$ cat config.mk
export PLATFORM = sky130hd
export DESIGN_NAME = hop_ctrl
export DESIGN_NICKNAME = d
export VERILOG_FILES = /design/src/rtl/hop_pkg.sv /design/src/rtl/hop_modacc.sv /design/src/rtl/hop_ctrl.sv
export SDC_FILE = /design/constraint.sdc
export NUM_CORES = 1
export LEC_CHECK = 0
export CORE_MARGIN = 3
export CORE_UTILIZATION = 47
export CTS_CLUSTER_DIAMETER = 80
export DETAILED_ROUTE_END_ITERATION = 8
export GPL_ROUTABILITY_DRIVEN = 0
export PLACE_DENSITY = 0.92
export SETUP_SLACK_MARGIN = 0.2
export SKIP_LAST_GASP = 1
export SLEW_MARGIN = 20
export SYNTH_ARGS = -nofsm -noshare
export SYNTH_HDL_FRONTEND = slang
export SYNTH_SLANG_ARGS = --single-unit
$ cat constraint.sdc
create_clock -name clk -period 3.6 [get_ports clk]
set_input_delay 0.72 -clock clk [delete_from_list [all_inputs] [get_ports clk]]
set_output_delay 0.72 -clock clk [all_outputs]
set_load 0.01 [all_outputs]
$ cat src/rtl/hop_pkg.sv
// hop_pkg: shared types and constants for the hop kernel sequencer.
//   - hop_mode_e  : link state selecting the kernel operand recipe
//   - hop_state_e : sequencer FSM states
//   - kern_ops_t  : registered operand bundle presented to the kernel
//   - page_x()    : X operand for page / inquiry trains
package hop_pkg;

  localparam int unsigned NCH       = 79;
  localparam int unsigned N_MIN     = 20;
  localparam int unsigned KOFFSET_A = 24;
  localparam int unsigned KOFFSET_B = 8;
  localparam int unsigned ACC_W     = 8;   // mod-M accumulator width (M <= 79)
  localparam int unsigned CH_W      = 7;   // channel index / N width
  localparam int unsigned MAP_W     = 80;  // AFH channel map width
  localparam int unsigned ADDR_W    = 28;  // UAP[3:0]:LAP[23:0]

  typedef enum logic [2:0] {
    MODE_PAGE_SCAN = 3'd0,
    MODE_INQ_SCAN  = 3'd1,
    MODE_PAGE      = 3'd2,
    MODE_INQ       = 3'd3,
    MODE_CONN      = 3'd4
  } hop_mode_e;

  typedef enum logic [1:0] {
    ST_IDLE  = 2'd0,
    ST_MOD   = 2'd1,
    ST_APPLY = 2'd2,
    ST_CAPT  = 2'd3
  } hop_state_e;

  typedef struct packed {
    logic [4:0]       x;
    logic [4:0]       a;
    logic [3:0]       b;
    logic [4:0]       c;
    logic [8:0]       d;
    logic [CH_W-1:0]  e;
    logic [CH_W-1:0]  f;
    logic [CH_W-1:0]  fp;
    logic             y1;
    logic [5:0]       y2;
    logic [CH_W-1:0]  n;
    logic [MAP_W-1:0] map;
  } kern_ops_t;

  // X = (CLK16..12 + koffset + ((CLK4..2,0 - CLK16..12) mod 16)) mod 32
  function automatic logic [4:0] page_x(input logic [4:0] clk16_12,
                                        input logic [3:0] clk_lo,
                                        input logic       train_b);
    logic [3:0] diff;
    logic [4:0] koff;
    koff = train_b ? 5'(KOFFSET_B) : 5'(KOFFSET_A);
    diff = clk_lo - clk16_12[3:0];
    return 5'(clk16_12 + koff + {1'b0, diff});
  endfunction

endpackage

$ cat src/rtl/hop_modacc.sv
// hop_modacc: bit-serial mod-M accumulator, r <= (2r + serial_bit) mod m.
//   clk, rst    : clock, synchronous active-high reset
//   init        : clear the residue to 0
//   step        : perform one MSB-first iteration
//   serial_bit  : next input bit (0 for the trailing doubling steps)
//   m           : modulus, 1..79
//   r           : current residue
module hop_modacc
  import hop_pkg::*;
(
  input  logic             clk,
  input  logic             rst,
  input  logic             init,
  input  logic             step,
  input  logic             serial_bit,
  input  logic [ACC_W-1:0] m,
  output logic [CH_W-1:0]  r
);

  logic [ACC_W-1:0] r_q;
  logic [ACC_W:0]   dbl_c;

  // r < m, so 2r+bit < 2m and a single compare-subtract reduces it
  assign dbl_c = {r_q, serial_bit};

  always_ff @(posedge clk) begin
    if (rst) begin
      r_q <= '0;
    end else if (init) begin
      r_q <= '0;
    end else if (step) begin
      r_q <= ACC_W'((dbl_c >= {1'b0, m}) ? (dbl_c - {1'b0, m}) : dbl_c);
    end
  end

  assign r = CH_W'(r_q);

endmodule

$ cat src/rtl/hop_ctrl.sv
// hop_ctrl: sequencer for the external hop selection kernel. Snapshots clock
// and address on start, derives F / F' serially (connection state only),
// registers the kernel operands, then captures the kernel result.
//   clk, rst         : clock, synchronous active-high reset
//   start            : request pulse, honoured only while idle
//   mode, train_b    : link state and page/inquiry train select
//   clk_in, addr     : clock snapshot source and device address
//   afh_en, afh_n    : adapted hopping enable and used-channel count
//   afh_map          : used-channel map (not latched; hold through capture)
//   fk_in            : kernel result
//   kern_*           : registered kernel operands and AFH configuration
//   busy             : request in progress
//   fk_out, fk_valid : captured channel and its one-cycle qualifier
//   cfg_err          : sticky illegal-mode / bad-AFH flag
module hop_ctrl
  import hop_pkg::*;
#(
  parameter int unsigned CLK_W    = 28,
  parameter int unsigned MOD_BITS = 21
) (
  input  logic              clk,
  input  logic              rst,
  input  logic              start,
  input  logic [2:0]        mode,
  input  logic              train_b,
  input  logic [CLK_W-1:0]  clk_in,
  input  logic [ADDR_W-1:0] addr,
  input  logic              afh_en,
  input  logic [CH_W-1:0]   afh_n,
  input  logic [MAP_W-1:0]  afh_map,
  input  logic [CH_W-1:0]   fk_in,
  output logic [4:0]        kern_x,
  output logic [4:0]        kern_a,
  output logic [3:0]        kern_b,
  output logic [4:0]        kern_c,
  output logic [8:0]        kern_d,
  output logic [CH_W-1:0]   kern_e,
  output logic [CH_W-1:0]   kern_f,
  output logic [CH_W-1:0]   kern_fp,
  output logic              kern_y1,
  output logic [5:0]        kern_y2,
  output logic [CH_W-1:0]   kern_n,
  output logic [MAP_W-1:0]  kern_map,
  output logic              busy,
  output logic [CH_W-1:0]   fk_out,
  output logic              fk_valid,
  output logic              cfg_err
);

  localparam int unsigned ITERS     = MOD_BITS + 4;
  localparam int unsigned CNT_W     = $clog2(ITERS);
  localparam int unsigned OPS_CLK_W = 26;  // CLK25..0 feed the operands

  hop_state_e             state_q, state_c;
  hop_mode_e              mode_q, mode_in_c;
  logic                   train_q;
  logic [OPS_CLK_W-1:0]   clk_q;
  logic [ADDR_W-1:0]      addr_q;
  logic                   adapt_q;
  logic [CH_W-1:0]        n_eff_q;
  logic [MOD_BITS-1:0]    sh_q;
  logic [CNT_W-1:0]       cnt_q;
  logic                   accept_c, step_c, load_c, capt_c;
  logic                   mode_bad_c, n_ok_c, is_conn_c, is_scan_c;
  logic [CH_W-1:0]        acc_f, acc_fp;
  kern_ops_t              kern_q, ops_c;

  // Request decode: illegal modes fall back to page scan
  assign mode_bad_c = (mode > 3'(MODE_CONN));
  assign mode_in_c  = mode_bad_c ? MODE_PAGE_SCAN : hop_mode_e'(mode);
  assign n_ok_c     = (afh_n >= CH_W'(N_MIN)) && (afh_n <= CH_W'(NCH));

  // FSM state register
  always_ff @(posedge clk) begin
    if (rst) begin
      state_q <= ST_IDLE;
    end else begin
      state_q <= state_c;
    end
  end

  // FSM next state
  always_comb begin
    state_c = state_q;
    case (state_q)
      ST_IDLE: begin
        if (start) begin
          state_c = (mode_in_c == MODE_CONN) ? ST_MOD : ST_APPLY;
        end
      end
      ST_MOD: begin
        if (cnt_q == CNT_W'(ITERS - 1)) begin
          state_c = ST_APPLY;
        end
      end
      ST_APPLY: state_c = ST_CAPT;
      ST_CAPT:  state_c = ST_IDLE;
      default:  state_c = ST_IDLE;
    endcase
  end

  // FSM control strobes
  always_comb begin
    accept_c = 1'b0;
    step_c   = 1'b0;
    load_c   = 1'b0;
    capt_c   = 1'b0;
    case (state_q)
      ST_IDLE:  accept_c = start;
      ST_MOD:   step_c   = 1'b1;
      ST_APPLY: load_c   = 1'b1;
      ST_CAPT:  capt_c   = 1'b1;
      default:  ;
    endcase
  end

  // F = 16*CLK27..7 mod 79 and F' = 16*CLK27..7 mod N, in parallel
  hop_modacc u_acc_f (
    .clk        (clk),
    .rst        (rst),
    .init       (accept_c),
    .step       (step_c),
    .serial_bit (sh_q[MOD_BITS-1]),
    .m          (ACC_W'(NCH)),
    .r          (acc_f)
  );

  hop_modacc u_acc_fp (
    .clk        (clk),
    .rst        (rst),
    .init       (accept_c),
    .step       (step_c),
    .serial_bit (sh_q[MOD_BITS-1]),
    .m          ({1'b0, n_eff_q}),
    .r          (acc_fp)
  );

  // Operand recipe for the latched link state
  assign is_conn_c = (mode_q == MODE_CONN);
  assign is_scan_c = (mode_q == MODE_PAGE_SCAN) || (mode_q == MODE_INQ_SCAN);

  always_comb begin
    ops_c   = '0;
    ops_c.a = addr_q[27:23] ^ (is_conn_c ? clk_q[25:21] : 5'd0);
    ops_c.b = addr_q[22:19];
    ops_c.c = {addr_q[8], addr_q[6], addr_q[4], addr_q[2], addr_q[0]}
              ^ (is_conn_c ? clk_q[20:16] : 5'd0);
    ops_c.d = addr_q[18:10] ^ (is_conn_c ? clk_q[15:7] : 9'd0);
    ops_c.e = {addr_q[13], addr_q[11], addr_q[9], addr_q[7],
               addr_q[5], addr_q[3], addr_q[1]};
    if (is_conn_c) begin
      ops_c.x = clk_q[6:2];
    end else if (is_scan_c) begin
      ops_c.x = clk_q[16:12];
    end else begin
      ops_c.x = page_x(clk_q[16:12], {clk_q[4:2], clk_q[0]}, train_q);
    end
    ops_c.f   = is_conn_c ? acc_f  : '0;
    ops_c.fp  = is_conn_c ? acc_fp : '0;
    ops_c.y1  = is_scan_c ? 1'b0 : clk_q[1];
    ops_c.y2  = {ops_c.y1, 5'd0};
    ops_c.n   = adapt_q ? n_eff_q : CH_W'(NCH);
    ops_c.map = adapt_q ? afh_map : '1;
  end

  // Request snapshot, iteration tracking, operand and result registers
  always_ff @(posedge clk) begin
    if (rst) begin
      mode_q     <= MODE_PAGE_SCAN;
      train_q    <= 1'b0;
      clk_q      <= '0;
      addr_q     <= '0;
      adapt_q    <= 1'b0;
      n_eff_q    <= CH_W'(NCH);
      sh_q       <= '0;
      cnt_q      <= '0;
      kern_q     <= '0;
      kern_q.n   <= CH_W'(NCH);
      kern_q.map <= '1;
      busy       <= 1'b0;
      fk_out     <= '0;
      fk_valid   <= 1'b0;
      cfg_err    <= 1'b0;
    end else begin
      fk_valid <= 1'b0;
      if (accept_c) begin
        mode_q  <= mode_in_c;
        train_q <= train_b;
        clk_q   <= clk_in[OPS_CLK_W-1:0];
        addr_q  <= addr;
        adapt_q <= afh_en && n_ok_c && (mode_in_c == MODE_CONN);
        n_eff_q <= (afh_en && n_ok_c && (mode_in_c == MODE_CONN)) ? afh_n
                                                                  : CH_W'(NCH);
        sh_q    <= clk_in[CLK_W-1 -: MOD_BITS];
        cnt_q   <= '0;
        busy    <= 1'b1;
        cfg_err <= mode_bad_c || (afh_en && !n_ok_c);
      end
      if (step_c) begin
        // zeros shift in behind CLK7, giving the trailing doubling steps
        sh_q  <= {sh_q[MOD_BITS-2:0], 1'b0};
        cnt_q <= CNT_W'(cnt_q + 1'b1);
      end
      if (load_c) begin
        kern_q <= ops_c;
      end
      if (capt_c) begin
        fk_out   <= fk_in;
        fk_valid <= 1'b1;
        busy     <= 1'b0;
      end
    end
  end

  assign kern_x   = kern_q.x;
  assign kern_a   = kern_q.a;
  assign kern_b   = kern_q.b;
  assign kern_c   = kern_q.c;
  assign kern_d   = kern_q.d;
  assign kern_e   = kern_q.e;
  assign kern_f   = kern_q.f;
  assign kern_fp  = kern_q.fp;
  assign kern_y1  = kern_q.y1;
  assign kern_y2  = kern_q.y2;
  assign kern_n   = kern_q.n;
  assign kern_map = kern_q.map;

endmodule

==> metrics.yaml, run 1 <==
leakage_nw: 5.33
critPathMaxStageDelay_ns: 0.42
place_area_um2: 13600
multi_input_area_um2: 4800
cts_buffers: 26
layout_min_cycle_time_ns: 2.82
detail_route.iter0.violations: 841
remaining_drc_errors: 0
syn_area_um2: 10400
worst_pin_slew_ns: 1.04
reg2regPathDepth: 11
critPathLaunch: "clk_q[13]"
synthTopCellsByArea: "dfxtp_1, a21oi_1, nand2b_1"
cts_root_buffer: "clkbuf_16"
crit_arrival_ns: 3.18
fp.dieW_um: 155
syn_to_final_growth_pct: 38.4
yosysSeqAreaShare_pct: 49.3
worstPathCellList: "inv_1, fa_1, xor2_1, ha_1, ha_1, a21o_1, a21oi_1, xnor2_1, o21a_1, o211ai_1, a21oi_1"
ir_worst_vdd_mv: 0.400
synthCells: 1214
fin_crit_sh_pct: 78.2
rsz0062_at_grt: "false"
detail-route-antenna-nets: 0
detailroute.via_count: 9552
end_kind: "flip-flop"
grt.overflow.total: 0
slew_viol_final: 0
intPower_mw: 5.83
totalWireLength_um: 30700
postSynthAreaPerCell_um2: 8.60
cp_max_fo: 5
pwr-share-clk_pct: 31.5
drtPass1Iterations: 5
grt_max_degree: 106
ys_async_sr_fraction_pct: 0
synth_edf_count: 0
start_util_pct: 48.7
finalHoldViolations: 0
clock-sinks: 257
power.density_nw_per_um2: 596
cts_max_level: 1
power.sequential.fraction_pct: 39.7
post_cts_buffers: 0
yosysUniqueCellTypes: 52
antenna_found_initial: 2
cts_tree: "built"
gr-usage-all-layers_pct: 24.1
coreArea_um2: 21400
r2r_start: "clk_q[13]"
row_count: 53
synthDominantCellAreaShare_pct: 49.3
rrSetupSlack_ns: 0.78
hp-start: "clk_q[7]"
power.switching_mw: 2.78
ys_ff_latch: 257
hold_class: "reg -> reg"
final_util_pct: 67.5
sw_frac_of_total_pct: 32.3
slew_headroom_pct: 30.4
layout-drive-gt1-share_pct: 4.78
io_pins: 311
combPwrFrac_pct: 28.8
fill_cells: 1561
min_path_cells: 2
avgRoutedWirePerCell_um: 17.4
worstSetupPathType: "reg -> reg"
max_freq_mhz: 355
clk_pin_slew_ns: 0.06
worstSkewPairLatency_ns: 0.51
required_ns: 3.96
setup_viol: 0
nets: 1650
finalPower_mw: 8.61
slowest_stage: "dfxtp_1"
startpoint_type: "flip-flop"
die_h_um: 155
final_cell_area_um2: 14400
ys.flop_type: "dfxtp_1"
dieArea_um2: 24000
finalClockSkew_ns: 0.00625
dp_hpwl_um: 21600
cts_hold_buf: 0
yosysWarnings: 0
cts_resized: 0
clockBufferDepth: 3
io_buffers: 305
maxCapViolations: 0
synth.top_cells.by_count: "dfxtp_1, nand2_1, a21oi_1"
outcome: "finished, final reports clean"
via_per_inst: 5.42
fin_tns_setup_ns: 0
grt_pass1_vias: 9297
synth_most_common_cell: "dfxtp_1"
grt_pass1_wl_um: 48200
hold_slack_ns: 0.455
synth_largest_area_cell: "dfxtp_1"
seq_area_um2: 5140
## cells in the final DEF, fill, tap and decap left out, types with 23 or more instances in the layout
| master | count |
|---|---|
| nand2_1 | 176 |
| dfxtp_1 | 257 |
| nand2b_1 | 109 |
| clkbuf_16 | 27 |
| a211oi_1 | 26 |
| a21oi_1 | 141 |
| nand3_1 | 23 |
| inv_1 | 27 |
| xor2_1 | 26 |
| o22ai_1 | 87 |
| clkdlybuf4s50_1 | 304 |
| nor2_1 | 89 |
## path summary, 6_finish.rpt
check,end
max,kern_x[4]
min,clk_q[7]
max reg2reg,kern_x[4]
min reg2reg,clk_q[7]
## power by group through the flow
| stage | Clock, mW | Sequential, mW | Combinational (mW) |
|---|---|---|---|
| CTS | 2.77 | 3.42 | 2.47 |
| detailed placement | 0 | 3.47 | 2.44 |
| global placement | 0 | 3.46 | 2.37 |
| floorplan | 0 | 3.46 | 1.59 |
| finish | 2.71 | 3.42 | 2.48 |
| global route | 2.88 | 3.46 | 2.72 |
## layout make-up
cell class                 count  share of cell area [%]
sequential                   257                    35.6
tap                          275                    2.38
clock inverter                 6                   0.381
multi-input combinational    837                    33.2
clock buffer                  40                    5.71
timing repair buffer         317                    21.9
antenna                        2                  0.0346
inverter                      27                   0.701
## sequential cells by signal, summed over array words and instances (netlist names), 8 cells and up
signal	count
addr_q	28
clk_q	26
kern_d	9
kern_map	80
sh_q	21
u_acc_f.r_q	8
u_acc_fp.r_q	8
## critical path: cells and delay by family, from the launching register on
kind	cells	cell delay (ns)
fa+ha+maj	3	1.02
compound gates	5	0.82
flops	1	0.42
xor+xnor	2	0.30
buf+inv	1	0.11
## cell families after synthesis
group	Yosys count	share of synthesized area, %
and+or+nand+nor	434	19.4
AOI/OAI and AO/OA	315	17.9
DFF	257	49.3
buffers and inverters	124	5.02
xor gates and xnor gates	35	2.94
adders and majority gates	26	3.33
muxes	22	2.11
other	1	0.0359
## layer usage
metal	part of all wire (%)	GRT usage (%)	vias to the layer above
li1	-	-	4619
met1	40	29.8	4486
met2	49	41.7	373
met3	7.1	4.70	72
met4	4.0	9.13	2
met5	0.046	0	-
## through the flow
stage | setup slack (ns) | cells
global placement | 0.956 | 1713
detailed placement | 0.869 | 1713
floorplan | 1.06 | 1218
global route | 0.667 | 1761
finish | 0.784 | 1761
CTS | 0.813 | 1759
(Power assumes the default switching activity.)
==> run 2: changes to the inputs <==
==> constraint.sdc (replaced) <==
create_clock -name clk -period 2.6 [get_ports clk]
set_input_delay 0.52 -clock clk [delete_from_list [all_inputs] [get_ports clk]]
set_output_delay 0.52 -clock clk [all_outputs]
set_load 0.01 [all_outputs]
==> metrics.yaml, run 2 (same netlist as run 1, synthesis figures left out) <==
leakage_nw: 5.37  # +0.82%
instances_no_fill: 1769  # +0.45%
hold_class: "in -> reg"
power.sequential.fraction_pct: 38.4  # -1.3 points
finalClockSkew_ns: 0.00990  # +0.00366 ns
antenna_found_initial: 0  # -2
ir_worst_vdd_mv: 0.610  # +53%
slew_headroom_pct: 40.8  # +10 points
slew_viol_final: 0  # unchanged
fp.dieW_um: 155  # unchanged
critPathCapture: "kern_x[2]"
remaining_drc_errors: 0  # unchanged
cp_max_fo: 5  # unchanged
end_kind: "flip-flop"
outcome: "finished, final reports clean"
clk_pin_slew_ns: 0.06  # about the same
drtPass1Iterations: 5  # unchanged
critPathLaunch: "clk_q[13]"
avgRoutedWirePerCell_um: 18.1  # +3.7%
power.density_nw_per_um2: 841  # +41%
via_per_inst: 5.49  # +1.3%
rsz0062_at_grt: "true"
clockBufferDepth: 3  # unchanged
reg2regPathDepth: 10  # -1
row_count: 53  # unchanged
cts_max_level: 1  # unchanged
detail-route-antenna-nets: 0  # unchanged
combPwrFrac_pct: 30.5  # +1.7 points
r2r_start: "clk_q[13]"
detail_route.iter0.violations: 776  # -7.7%
dp_slack_ns: 0.0142  # -0.854 ns
start_util_pct: 48.7  # unchanged
detailroute.via_count: 9716  # +1.7%
dieArea_um2: 24000  # unchanged
fin_crit_sh_pct: 98.2  # +20 points
grt_max_degree: 137  # +29%
clock-sinks: 257  # unchanged
grt_pass1_vias: 9425  # +1.4%
layout-drive-gt1-share_pct: 6.49  # +1.7 points
maxCapViolations: 0  # unchanged
setup_viol: 0  # unchanged
dp_hpwl_um: 21500  # -0.59%
gr-usage-all-layers_pct: 25.2  # +1.1 points
required_ns: 3.00  # -0.96 ns
grt_pass1_wl_um: 49900  # +3.4%
worstSkewPairLatency_ns: 0.53  # +0.02 ns
finalHoldViolations: 0  # unchanged
cts_tree: "built"
coreArea_um2: 21400  # unchanged
intPower_mw: 8.26  # +42%
final_cell_area_um2: 14700  # +1.5%
io_pins: 311  # unchanged
cts_root_buffer: "clkbuf_16"
fill_cells: 1576  # +0.96%
syn_to_final_growth_pct: 40.5
hp-start: "rst"
mostFrequentLayoutCells: "clkdlybuf4s50_1, dfxtp_1, nand2_1"
largest_register_ff_count: 80  # unchanged
grt.overflow.total: 0  # unchanged
cts_hold_buf: 0  # unchanged
cts_buffers: 28  # +7.7%
layout_min_cycle_time_ns: 2.55  # -0.264 ns
fin_tns_setup_ns: 0  # unchanged
pwr-share-clk_pct: 31.1  # -0.4 points
totalWireLength_um: 32000  # +4.1%
sw_frac_of_total_pct: 33.0  # +0.72 points
fin_ws_ns: 0.0479  # -0.736 ns
numPlacedInstances: 1716  # +0.18%
place_area_um2: 13600  # +0.58%
nets: 1659  # +0.55%
max_freq_mhz: 392  # +10%
die_h_um: 155  # unchanged
worstSetupPathType: "reg -> reg"
worst_pin_slew_ns: 0.887  # -0.157 ns
crit_arrival_ns: 2.95  # -0.23 ns
r2r_end: "kern_x[2]"
io_buffers: 305  # unchanged
startpoint_type: "flip-flop"
antennaDiodeCount: 0  # -2
rrSetupSlack_ns: 0.05  # -0.74 ns
layout_commonest_cell: "clkdlybuf4s50_1"
power.switching_mw: 4.07  # +46%
-- run 2: cell types whose count changed in the layout (fill, tap and decap cells not counted), sizes merged --
| cell | previous run | this run |
|---|---|---|
| diode | 2 | 0 |
| clkinvlp | 0 | 1 |
| bufinv | 1 | 2 |
| clkinv | 5 | 6 |
| buf | 13 | 20 |
-- run 2: timing repair --
| item | 4_1_cts | 5_1_grt |
|---|---|---|
| pin swaps | 8 | 14 |
| setup endpoints to repair | 3 | 3 |
| resized for setup | 12 | 8 |
| setup buffers | 2 | 2 |
-- run 2: worst min-delay path by stage --
stage | endpoint | slack, ns | depth (start not counted)
2_1_floorplan | addr_q[19] | 0.44 | 2
3_3_place_gp | clk_q[7] | 0.44 | 2
3_5_place_dp | clk_q[20] | 0.45 | 2
4_1_cts | cnt_q[0] | 0.36 | 2
5_1_grt | cnt_q[4] | 0.38 | 2
6_report | cnt_q[0] | 0.38 | 2
-- run 2: final cells by class --
type | count | area (um^2) | share of cell area (%)
multi-input cells | 837 | 4920 | 33.6
clock inverters | 9 | 109 | 0.742
inverters | 27 | 101 | 0.691
clock buffers | 40 | 776 | 5.29
repair buffers | 324 | 3260 | 22.2
flip-flops and latches | 257 | 5150 | 35.1
well taps | 275 | 344 | 2.35
-- run 2: metrics by stage --
| stage | power, mW | utilization [%] | hold WS [ns] |
|---|---|---|---|
| detailed placement | 8.30 | 63.7 | 0.448 |
| CTS | 12.3 | 68.2 | 0.358 |
| floorplan | 7.02 | - | 0.436 |
| finish | 12.3 | 68.5 | 0.380 |
| global placement | 8.15 | 63.7 | 0.441 |
| global route | 13.0 | 68.5 | 0.384 |
-- run 2: critical path, stage by stage, from the launching register on --
cell	delay [ns]
dfxtp_4	0.37
inv_2	0.06
fa_2	0.37
xor2_2	0.20
ha_4	0.29
buf_4	0.11
inv_2	0.03
fa_1	0.51
mux2i_1	0.08
a221oi_1	0.28
a211oi_1	0.11
-- run 2: metal layers --
| metal | up-vias | part of all wire [%] | global-route usage [%] |
|---|---|---|---|
| met1 | 4591 | 40 | 31.5 |
| met4 | 0 | 3.9 | 10.1 |
| li1 | 4646 | - | - |
| met3 | 75 | 7.8 | 4.67 |
| met2 | 404 | 49 | 42.9 |
| met5 | - | 0 | 0 |
-- run 2: power groups by stage --
stage          clock network [mW]  registers (mW)  logic, mW
2_1_floorplan                   0            4.80       2.22
3_3_place_gp                    0            4.78       3.37
4_1_cts                      3.91            4.73       3.63
6_report                     3.83            4.74       3.76
5_1_grt                      4.05            4.78       4.13
3_5_place_dp                    0            4.80       3.50
